### config.mk
export PLATFORM = sky130hd
export DESIGN_NAME = muldiv_unit
export DESIGN_NICKNAME = d
export VERILOG_FILES = /design/src/rtl/muldiv_unit.sv
export SDC_FILE = /design/constraint.sdc
export NUM_CORES = 1
export LEC_CHECK = 0
export ABC_AREA = 1
export CAP_MARGIN = 20
export CORE_ASPECT_RATIO = 1.5
export CORE_MARGIN = 5
export CORE_UTILIZATION = 40
export DETAILED_ROUTE_END_ITERATION = 16
export REMOVE_ABC_BUFFERS = 1
export SLEW_MARGIN = 15
export SYNTH_ARGS = -nofsm -noshare
export SYNTH_HDL_FRONTEND = slang
export SYNTH_SLANG_ARGS = --single-unit
### constraint.sdc
create_clock -name clk -period 2.2 [get_ports clk]
set_input_delay 0.44 -clock clk [delete_from_list [all_inputs] [get_ports clk]]
set_output_delay 0.44 -clock clk [all_outputs]
set_load 0.005 [all_outputs]
### src/rtl/muldiv_unit.sv
// Iterative RV32M multiply/divide unit: shift-add multiplier and restoring divider,
// one bit per clock, with valid/ready request and result handshakes.
module muldiv_unit #(
    parameter int unsigned DataWidth = 32
) (
    input  logic                 clk,
    input  logic                 rst,
    input  logic                 flush,
    input  logic                 in_valid,
    output logic                 in_ready,
    input  logic [2:0]           func,
    input  logic [DataWidth-1:0] op1,
    input  logic [DataWidth-1:0] op2,
    output logic                 out_valid,
    input  logic                 out_ready,
    output logic [DataWidth-1:0] result
);

    localparam int unsigned W    = DataWidth;
    localparam int unsigned CntW = $clog2(DataWidth);
    localparam logic [W-1:0] MinNeg = {1'b1, {(W-1){1'b0}}};
    localparam logic [CntW-1:0] LastCnt = CntW'(W - 1);

    typedef enum logic [1:0] {
        IDLE = 2'd0,
        CALC = 2'd1,
        FIX  = 2'd2,
        DONE = 2'd3
    } state_e;

    state_e          state_q;
    logic [CntW-1:0] cnt_q;
    logic [2:0]      func_q;
    logic            a_neg_q;
    logic            b_neg_q;
    logic            special_q;
    logic [2*W-1:0]  prod_q;     // product, or {0, dividend/quotient} for divides
    logic [W:0]      rem_q;
    logic [W-1:0]    opb_q;      // multiplicand or divisor magnitude
    logic [W-1:0]    result_q;
    logic            in_ready_q;
    logic            out_valid_q;

    logic            a_signed_c;
    logic            b_signed_c;
    logic            a_neg_c;
    logic            b_neg_c;
    logic [W-1:0]    a_mag_c;
    logic [W-1:0]    b_mag_c;
    logic            div_zero_c;
    logic            ovf_c;
    logic            special_c;
    logic [W-1:0]    special_res_c;
    logic [W:0]      mul_sum_c;
    logic [2*W-1:0]  mul_next_c;
    logic [W+1:0]    div_shift_c;
    logic [W+1:0]    div_trial_c;
    logic            div_ge_c;
    logic [W:0]      rem_next_c;
    logic [2*W-1:0]  div_next_c;
    logic [2*W-1:0]  prod_s_c;
    logic [W-1:0]    quo_s_c;
    logic [W-1:0]    rem_s_c;
    logic [W-1:0]    fix_res_c;

    // Operand decode, one iteration step of each datapath and final sign fix-up
    always_comb begin
        a_signed_c = (func == 3'd1) || (func == 3'd2) || (func == 3'd4) || (func == 3'd6);
        b_signed_c = (func == 3'd1) || (func == 3'd4) || (func == 3'd6);
        a_neg_c    = a_signed_c & op1[W-1];
        b_neg_c    = b_signed_c & op2[W-1];
        a_mag_c    = a_neg_c ? W'(-op1) : op1;
        b_mag_c    = b_neg_c ? W'(-op2) : op2;

        div_zero_c = (op2 == '0);
        ovf_c      = func[2] & ~func[0] & (op1 == MinNeg) & (op2 == '1);
        special_c  = func[2] & (div_zero_c | ovf_c);
        if (div_zero_c) begin
            special_res_c = func[1] ? op1 : '1;
        end else begin
            special_res_c = func[1] ? '0 : op1;
        end

        mul_sum_c  = {1'b0, prod_q[2*W-1:W]} + (prod_q[0] ? {1'b0, opb_q} : '0);
        mul_next_c = {mul_sum_c, prod_q[W-1:1]};

        div_shift_c = {rem_q, prod_q[W-1]};
        div_trial_c = div_shift_c - {2'b00, opb_q};
        div_ge_c    = ~div_trial_c[W+1];
        rem_next_c  = div_ge_c ? div_trial_c[W:0] : div_shift_c[W:0];
        div_next_c  = {prod_q[2*W-1:W], prod_q[W-2:0], div_ge_c};

        prod_s_c = (a_neg_q ^ b_neg_q) ? (2*W)'(-prod_q) : prod_q;
        quo_s_c  = (a_neg_q ^ b_neg_q) ? W'(-prod_q[W-1:0]) : prod_q[W-1:0];
        rem_s_c  = a_neg_q ? W'(-rem_q[W-1:0]) : rem_q[W-1:0];

        case (func_q)
            3'd0:          fix_res_c = prod_s_c[W-1:0];
            3'd1, 3'd2,
            3'd3:          fix_res_c = prod_s_c[2*W-1:W];
            3'd4, 3'd5:    fix_res_c = quo_s_c;
            default:       fix_res_c = rem_s_c;
        endcase
    end

    // Control FSM and datapath registers
    always_ff @(posedge clk or negedge rst) begin
        if (!rst) begin
            state_q     <= IDLE;
            cnt_q       <= '0;
            func_q      <= '0;
            a_neg_q     <= 1'b0;
            b_neg_q     <= 1'b0;
            special_q   <= 1'b0;
            prod_q      <= '0;
            rem_q       <= '0;
            opb_q       <= '0;
            result_q    <= '0;
            in_ready_q  <= 1'b1;
            out_valid_q <= 1'b0;
        end else if (flush) begin
            state_q     <= IDLE;
            cnt_q       <= '0;
            in_ready_q  <= 1'b1;
            out_valid_q <= 1'b0;
        end else begin
            case (state_q)
                IDLE: begin
                    if (in_valid) begin
                        func_q     <= func;
                        a_neg_q    <= a_neg_c;
                        b_neg_q    <= b_neg_c;
                        cnt_q      <= '0;
                        in_ready_q <= 1'b0;
                        special_q  <= special_c;
                        rem_q      <= '0;
                        if (special_c) begin
                            // Result is known now; FIX only adds the fixed one-cycle hop
                            result_q <= special_res_c;
                            state_q  <= FIX;
                        end else begin
                            // Multiply: multiplier in low half, multiplicand added to high half.
                            // Divide: dividend in low half shifts out as quotient shifts in.
                            prod_q  <= {{W{1'b0}}, func[2] ? a_mag_c : b_mag_c};
                            opb_q   <= func[2] ? b_mag_c : a_mag_c;
                            state_q <= CALC;
                        end
                    end
                end
                CALC: begin
                    if (func_q[2]) begin
                        prod_q <= div_next_c;
                        rem_q  <= rem_next_c;
                    end else begin
                        prod_q <= mul_next_c;
                    end
                    cnt_q <= cnt_q + CntW'(1);
                    if (cnt_q == LastCnt) begin
                        state_q <= FIX;
                    end
                end
                FIX: begin
                    if (!special_q) begin
                        result_q <= fix_res_c;
                    end
                    out_valid_q <= 1'b1;
                    state_q     <= DONE;
                end
                DONE: begin
                    if (out_ready) begin
                        out_valid_q <= 1'b0;
                        in_ready_q  <= 1'b1;
                        state_q     <= IDLE;
                    end
                end
                default: begin
                    state_q    <= IDLE;
                    in_ready_q <= 1'b1;
                end
            endcase
        end
    end

    assign in_ready  = in_ready_q;
    assign out_valid = out_valid_q;
    assign result    = result_q;

endmodule
Word level (Yosys, flattened, before mapping)

Cells that the tools add are included.

Output and inout bits: 34
Register bits after elaboration: 176
Logic and storage cells: 122
Bits of input ports: 72

Multiplexer cells: 40
Add/sub/neg operators: 8
Reduce and logical (&&, ||, !) cells: 25
Bitwise operators: 12
Equal/unequal tests: 24

Operators by type and width:

| cell                                                 | count |
|---|---|
| two-way mux 32 bit                                   | 13 |
| two-way mux 64 bit                                   | 4 |
| negator 32 bit                                       | 4 |
| one-hot mux 64 bit (2 select lines)                  | 1 |
| two-way mux 33 bit                                   | 3 |
| one-hot mux 32 bit (3 select lines)                  | 1 |
| one-hot mux 33 bit (2 select lines)                  | 1 |
| equality test 32 bit (second input constant)         | 2 |
| negator 64 bit                                       | 1 |
| one-hot mux 32 bit (2 select lines)                  | 1 |
| subtractor 34 x 32 -> 34 bit                         | 1 |
| adder 32 x 32 -> 33 bit                              | 1 |
| logical NOT 32 bit                                   | 1 |
| equality test 3 bit (second input constant)          | 4 |
| inequality test 2 bit (second input constant)        | 6 |
| AND reduction 4 bit                                  | 3 |
| two-way mux 2 bit                                    | 5 |
| two-way mux 5 bit                                    | 2 |
| one-hot mux 5 bit (2 select lines)                   | 1 |
| AND reduction 5 bit                                  | 2 |
| equality test 3 x 2 -> 1 bit (second input constant) | 3 |
| inequality test 3 bit (second input constant)        | 3 |
| AND reduction 3 bit                                  | 3 |
| nonzero test 3 bit                                   | 3 |
| other kinds (19)                                     | 40 |

Logic depth before layout (Yosys ltp)

Depth after elaboration: 10
Mapped depth: 18

Least setup slack after synthesis

Ideal clock, no wire load.

Path kind: register to register
Start: reg prod_q[0]
End: reg prod_q[62]
Setup time: 0.117 ns
Buffers on the path: 2
Path slack: -0.098 ns
Arrival: 2.181 ns
Cell stages (with the launch flop): 19
Data required time: 2.083 ns
Clock period less this slack: 2.298 ns
Path through: dfrtp_1 buf_2 buf_1 nand2_1 inv_1 ha_1 nand2_1 nor2_1 nor2_1 o21ai_0 nand2_1 nand2_1 nand3_1 nand2_1 nand2_1 nand3_1 nor2_1 nand2_1 nand2_1

Word-level cells in the longest chain between the ends: 4

RTL lines:

| element                             | RTL line | RTL |
|---|---|---|
| from (decl)                         | 37       | `logic [2*W-1:0] prod_q;` |
| from (signal assigned)              | 144      | `prod_q <= {{W{1'b0}}, func[2] ? a_mag_c : b_mag_c};` |
| from (signal assigned)              | 152      | `prod_q <= div_next_c;` |
| from (signal assigned)              | 155      | `prod_q <= mul_next_c;` |
| two-way mux 32 bit                  | 84       | `mul_sum_c = {1'b0, prod_q[2*W-1:W]} + (prod_q[0] ? {1'b0, opb_q} : '0);` |
| adder 32 x 32 -> 33 bit             | 84       |  |
| two-way mux 64 bit                  | 151      | `if (func_q[2]) begin` |
| one-hot mux 64 bit (2 select lines) | 127      | `case (state_q)` |

Every way passes these cells. The select of a mux whose other input is x is not followed.
A chain may end at the register's enable or synchronous reset.

Worst setup path in the final report

Start: reg prod_q[0]
End: reg prod_q[57]

Same word-level chain as after synthesis.

==> out/qor.txt <==
run status: finished with violations
failing checks: negative setup slack
share of cells above drive strength 1: 40.1%
Syn. warnings: 0
register area share after synthesis: 22.1%
GRT busiest layer: met2
vias per cell: 5.50
Global Route met3 Usage: 5.19%
DR pass1 iterations: 6
Synth Register Bits: 176
Worst-path clk slew: 0.08 ns
area grow syn2layout: 70.5%
cell total after placement: 4938
Final Hold Fails: 0
Std-Cell Rows: 100
Top cell by count, worst path: nand2_1
RSZ-0062 raised after global routing: yes
cts bufs inserted: 17
first-pass GRT wire length: 165000 um
Peak VDD IR: 796 uV
Post-route DRC: 0
Clock power frac: 8.9%
Post-Route WL: 115000 um
Avg WL per Cell: 22.5 um
total number of vias: 28200
initial DRC count: 2328
# fillers: 4417
Synth Instances: 3487
worst reg2reg endpoint: prod_q[57]
Crit. End Element: flip-flop
Final Cell Area: 34000 um2
met1 Usage GRT: 39.8%
Mapped Area: 19900 um2
critical path class: flip-flop to flip-flop
Clk Latency, worst-skew pair: 0.48 ns
Max-slew headroom: 57.6%
Top Ports: 106
ys async rst share: 100%
Seq pwr share: 14.5%
Sink Count: 176
setup TNS: -12.96 ns
fmax: 0.391 GHz
LEAKAGE: 17.7 nW
initial antenna violation count: 12
Layout Skew: 0.0157 ns
max_cap viols: 0
CTS tree: done
Cell variety after synth: 53
worst reg2reg path depth: 18
CP Max Fanout: 7
antenna-violating nets left: 0
non-filler cells, final: 5129
fin crit share: 116%
CP Data Arrival Time: 2.93 ns
Max H-tree Level: 4
vias in the first global route: 28000
crit path cell chain: buf_12, buf_16, nand2_1, inv_1, ha_4, nand2_2, buf_6, nor2_4, buf_6, nand2_1, nor3_2, nand2_2, nand3_1, nand2_1, nand3_2, nor2_1, nand2_1, nand2_1
I/O Buffers: 105
total congestion overflow: 0
Place WS: -0.754 ns
syn_area_per_cell: 5.72 um2
Logic pwr share: 76.5%
Slew Viols, Final: 0
P_sw: 19.2 mW
# setup viols final: 81
Slowest-stage cell, CP: dfrtp_2
switch share: 51.8%
Die Wd: 192 um
Clock Path Buffers: 2
CP bufs+invs: 5
Setup WS post-layout: -0.357 ns
WHS: 0.446 ns
Worst-Margin Slew: 0.632 ns
routability cong.: 1.08
final net count: 4593
Setup crit end: prod_q[57]
internal power: 17.9 mW
Post-Route Utilization: 68.6%
Placed Area: 27600 um2
critical path depth: 18
DIE HEIGHT: 283 um
area of the multi-input gates: 17400 um2
pwr/cell area: 1090 nW/um2
startpoint type of the worst setup path: flip-flop
Initial Util: 40.2%
setup slack, reg-to-reg: -0.36 ns
die area: 54500 um2
Worst EP required: 2.57 ns
largest net degree at the start of global routing: 43
met2 GRT Util: 70.5%
CP max stage delay: 0.49 ns
Worst path top cell family by delay: simple AND/OR/NAND/NOR gates
core area: 49500 um2
total track usage: 40.3%
minimum clock period: 2.56 ns
Sequential cell area: 4430 um2
Critical Path Source: prod_q[0]
RR Startpoint: prod_q[0]
hold crit path type: input pin to async pin
Most used DFF post-synth: dfrtp_1
number of synthesized flops with an enable pin: 0
Post-DP HPWL: 89100 um
CTS root buf: clkbuf_16
Tot Pwr: 37.1 mW
==> state kept, by name, indices dropped and copies added (netlist names) <==
signal and count:
in_ready 1, state_q 2, prod_q 64, result 32
special_q 1, rem_q 33, func_q 3, a_neg_q 1
b_neg_q 1, cnt_q 5, out_valid 1, opb_q 32
==> power groups by stage <==
stage	clock network (mW)	registers, mW	logic (mW)
finish	3.31	5.39	28.4
floorplan	0	5.23	10.2
CTS	3.32	5.29	25.1
detailed placement	0	5.39	21.7
global route	3.43	5.47	30.1
global placement	0	5.42	21.7
==> synth_stat cells (2+ instances only) <==
cell type / n / area, um2
nor2_4: 5 / 56.3
a22oi_1: 25 / 188
nor3_2: 2 / 20.0
o21a_1: 6 / 45.0
nor2_2: 9 / 56.3
buf_6: 12 / 135
o2111ai_1: 2 / 17.5
nand2_4: 4 / 45.0
a21boi_0: 2 / 15.0
a31oi_1: 3 / 18.8
o21ai_1: 20 / 100
inv_2: 14 / 52.6
dfrtp_1: 175 / 4380
xnor2_1: 23 / 201
nand4_1: 54 / 338
inv_1: 351 / 1320
nand3_2: 2 / 20.0
o211ai_1: 33 / 248
o21ai_2: 20 / 175
buf_4: 7 / 52.6
xor2_1: 46 / 403
o21ai_0: 206 / 1030
o22ai_1: 4 / 25.0
nand3b_1: 23 / 173
o31ai_1: 3 / 22.5
buf_8: 2 / 30.0
ha_1: 75 / 938
a21oi_1: 152 / 761
nor3_1: 30 / 150
buf_1: 12 / 45.0
nand3_4: 2 / 35.0
o21bai_1: 13 / 97.6
buf_2: 30 / 150
nor4_1: 4 / 25.0
nand2_2: 6 / 37.5
clkbuf_1: 56 / 210
or2_2: 4 / 25.0
a21o_1: 12 / 90.1
fa_1: 2 / 40.0
and2_1: 6 / 37.5
nand2_1: 1228 / 4610
nor2_1: 429 / 1610
nand3_1: 363 / 1820
==> repair_timing <==
| item | in CTS | in global routing |
|---|---|---|
| pin swaps | 158 | 252 |
| hold buffers | 1 | 0 |
| setup endpoints to repair | 158 | 157 |
| gates cloned | 13 | 4 |
| setup buffers | 89 | 56 |
| hold endpoints to repair | 31 | 0 |
| gates resized for setup | 622 | 545 |
==> area by class of cell <==
| cell class | instances | share of cell area, % |
|---|---|---|
| Clock inverter | 15 | 0.478 |
| Antenna cell | 9 | 0.0662 |
| Multi-Input combinational cell | 2827 | 51.2 |
| Sequential cell | 176 | 13.0 |
| Inverter | 366 | 4.15 |
| Clock buffer | 17 | 1.25 |
| Tap cell | 663 | 2.44 |
| Timing Repair Buffer | 1056 | 27.4 |
==> layout by cell type, fill, tap and decap left out, types with 11 or more instances in the layout <==
| cell | instances |
|---|---|
| ha_1 | 15 |
| dlygate4sd2_1 | 12 |
| nand3_1 | 256 |
| xor2_1 | 39 |
| clkbuf_16 | 20 |
| a22oi_1 | 25 |
| a21oi_2 | 48 |
| nand3b_1 | 23 |
| nand2_1 | 1005 |
| nand3_2 | 93 |
| nor3_1 | 15 |
| nor3_2 | 12 |
| nand2_4 | 103 |
| nor2_4 | 61 |
| o21ai_0 | 152 |
| dlymetal6s2s_1 | 45 |
| o21ai_2 | 33 |
| buf_12 | 44 |
| inv_2 | 72 |
| buf_4 | 828 |
| nand2_2 | 125 |
| nand3_4 | 18 |
| buf_6 | 64 |
| xnor2_1 | 19 |
| o21ai_1 | 55 |
| a21o_1 | 11 |
| nand4_1 | 54 |
| inv_1 | 281 |
| a21oi_1 | 89 |
| a21oi_4 | 16 |
| clkdlybuf4s50_1 | 45 |
| nor2_1 | 296 |
| ha_4 | 56 |
| dfrtp_1 | 159 |
| o211ai_1 | 33 |
| dfrtp_2 | 16 |
| nor2_2 | 86 |
==> cells by family (layout without fill, tap and decap cells) <==
group | after synthesis | in the layout | synth area share, %
flip-flops | 176 | 176 | 22.1
XOR/XNOR | 69 | 69 | 3.03
buffers and inverters | 485 | 1454 | 10.0
other | 0 | 9 | 0
adder cells (fa/ha/maj) | 77 | 77 | 4.91
AO/OA/AOI/OAI | 506 | 506 | 14.4
AND/OR/NAND/NOR | 2174 | 2175 | 45.5
==> worst min-delay path by stage <==
| stage | to |
|---|---|
| floorplan | a_neg_q |
| global placement | prod_q[4] |
| detailed placement | prod_q[5] |
| CTS | prod_q[7] |
| global route | prod_q[7] |
| finish | prod_q[5] |
==> metal layers <==
layer / vias to the layer above / share of wire [%]
li1: 13200 / -
met1: 13200 / 33
met2: 1244 / 49
met3: 598 / 4.9
met4: 0 / 13
met5: - / 0
No activity file was read; power rests on OpenSTA's default activity.
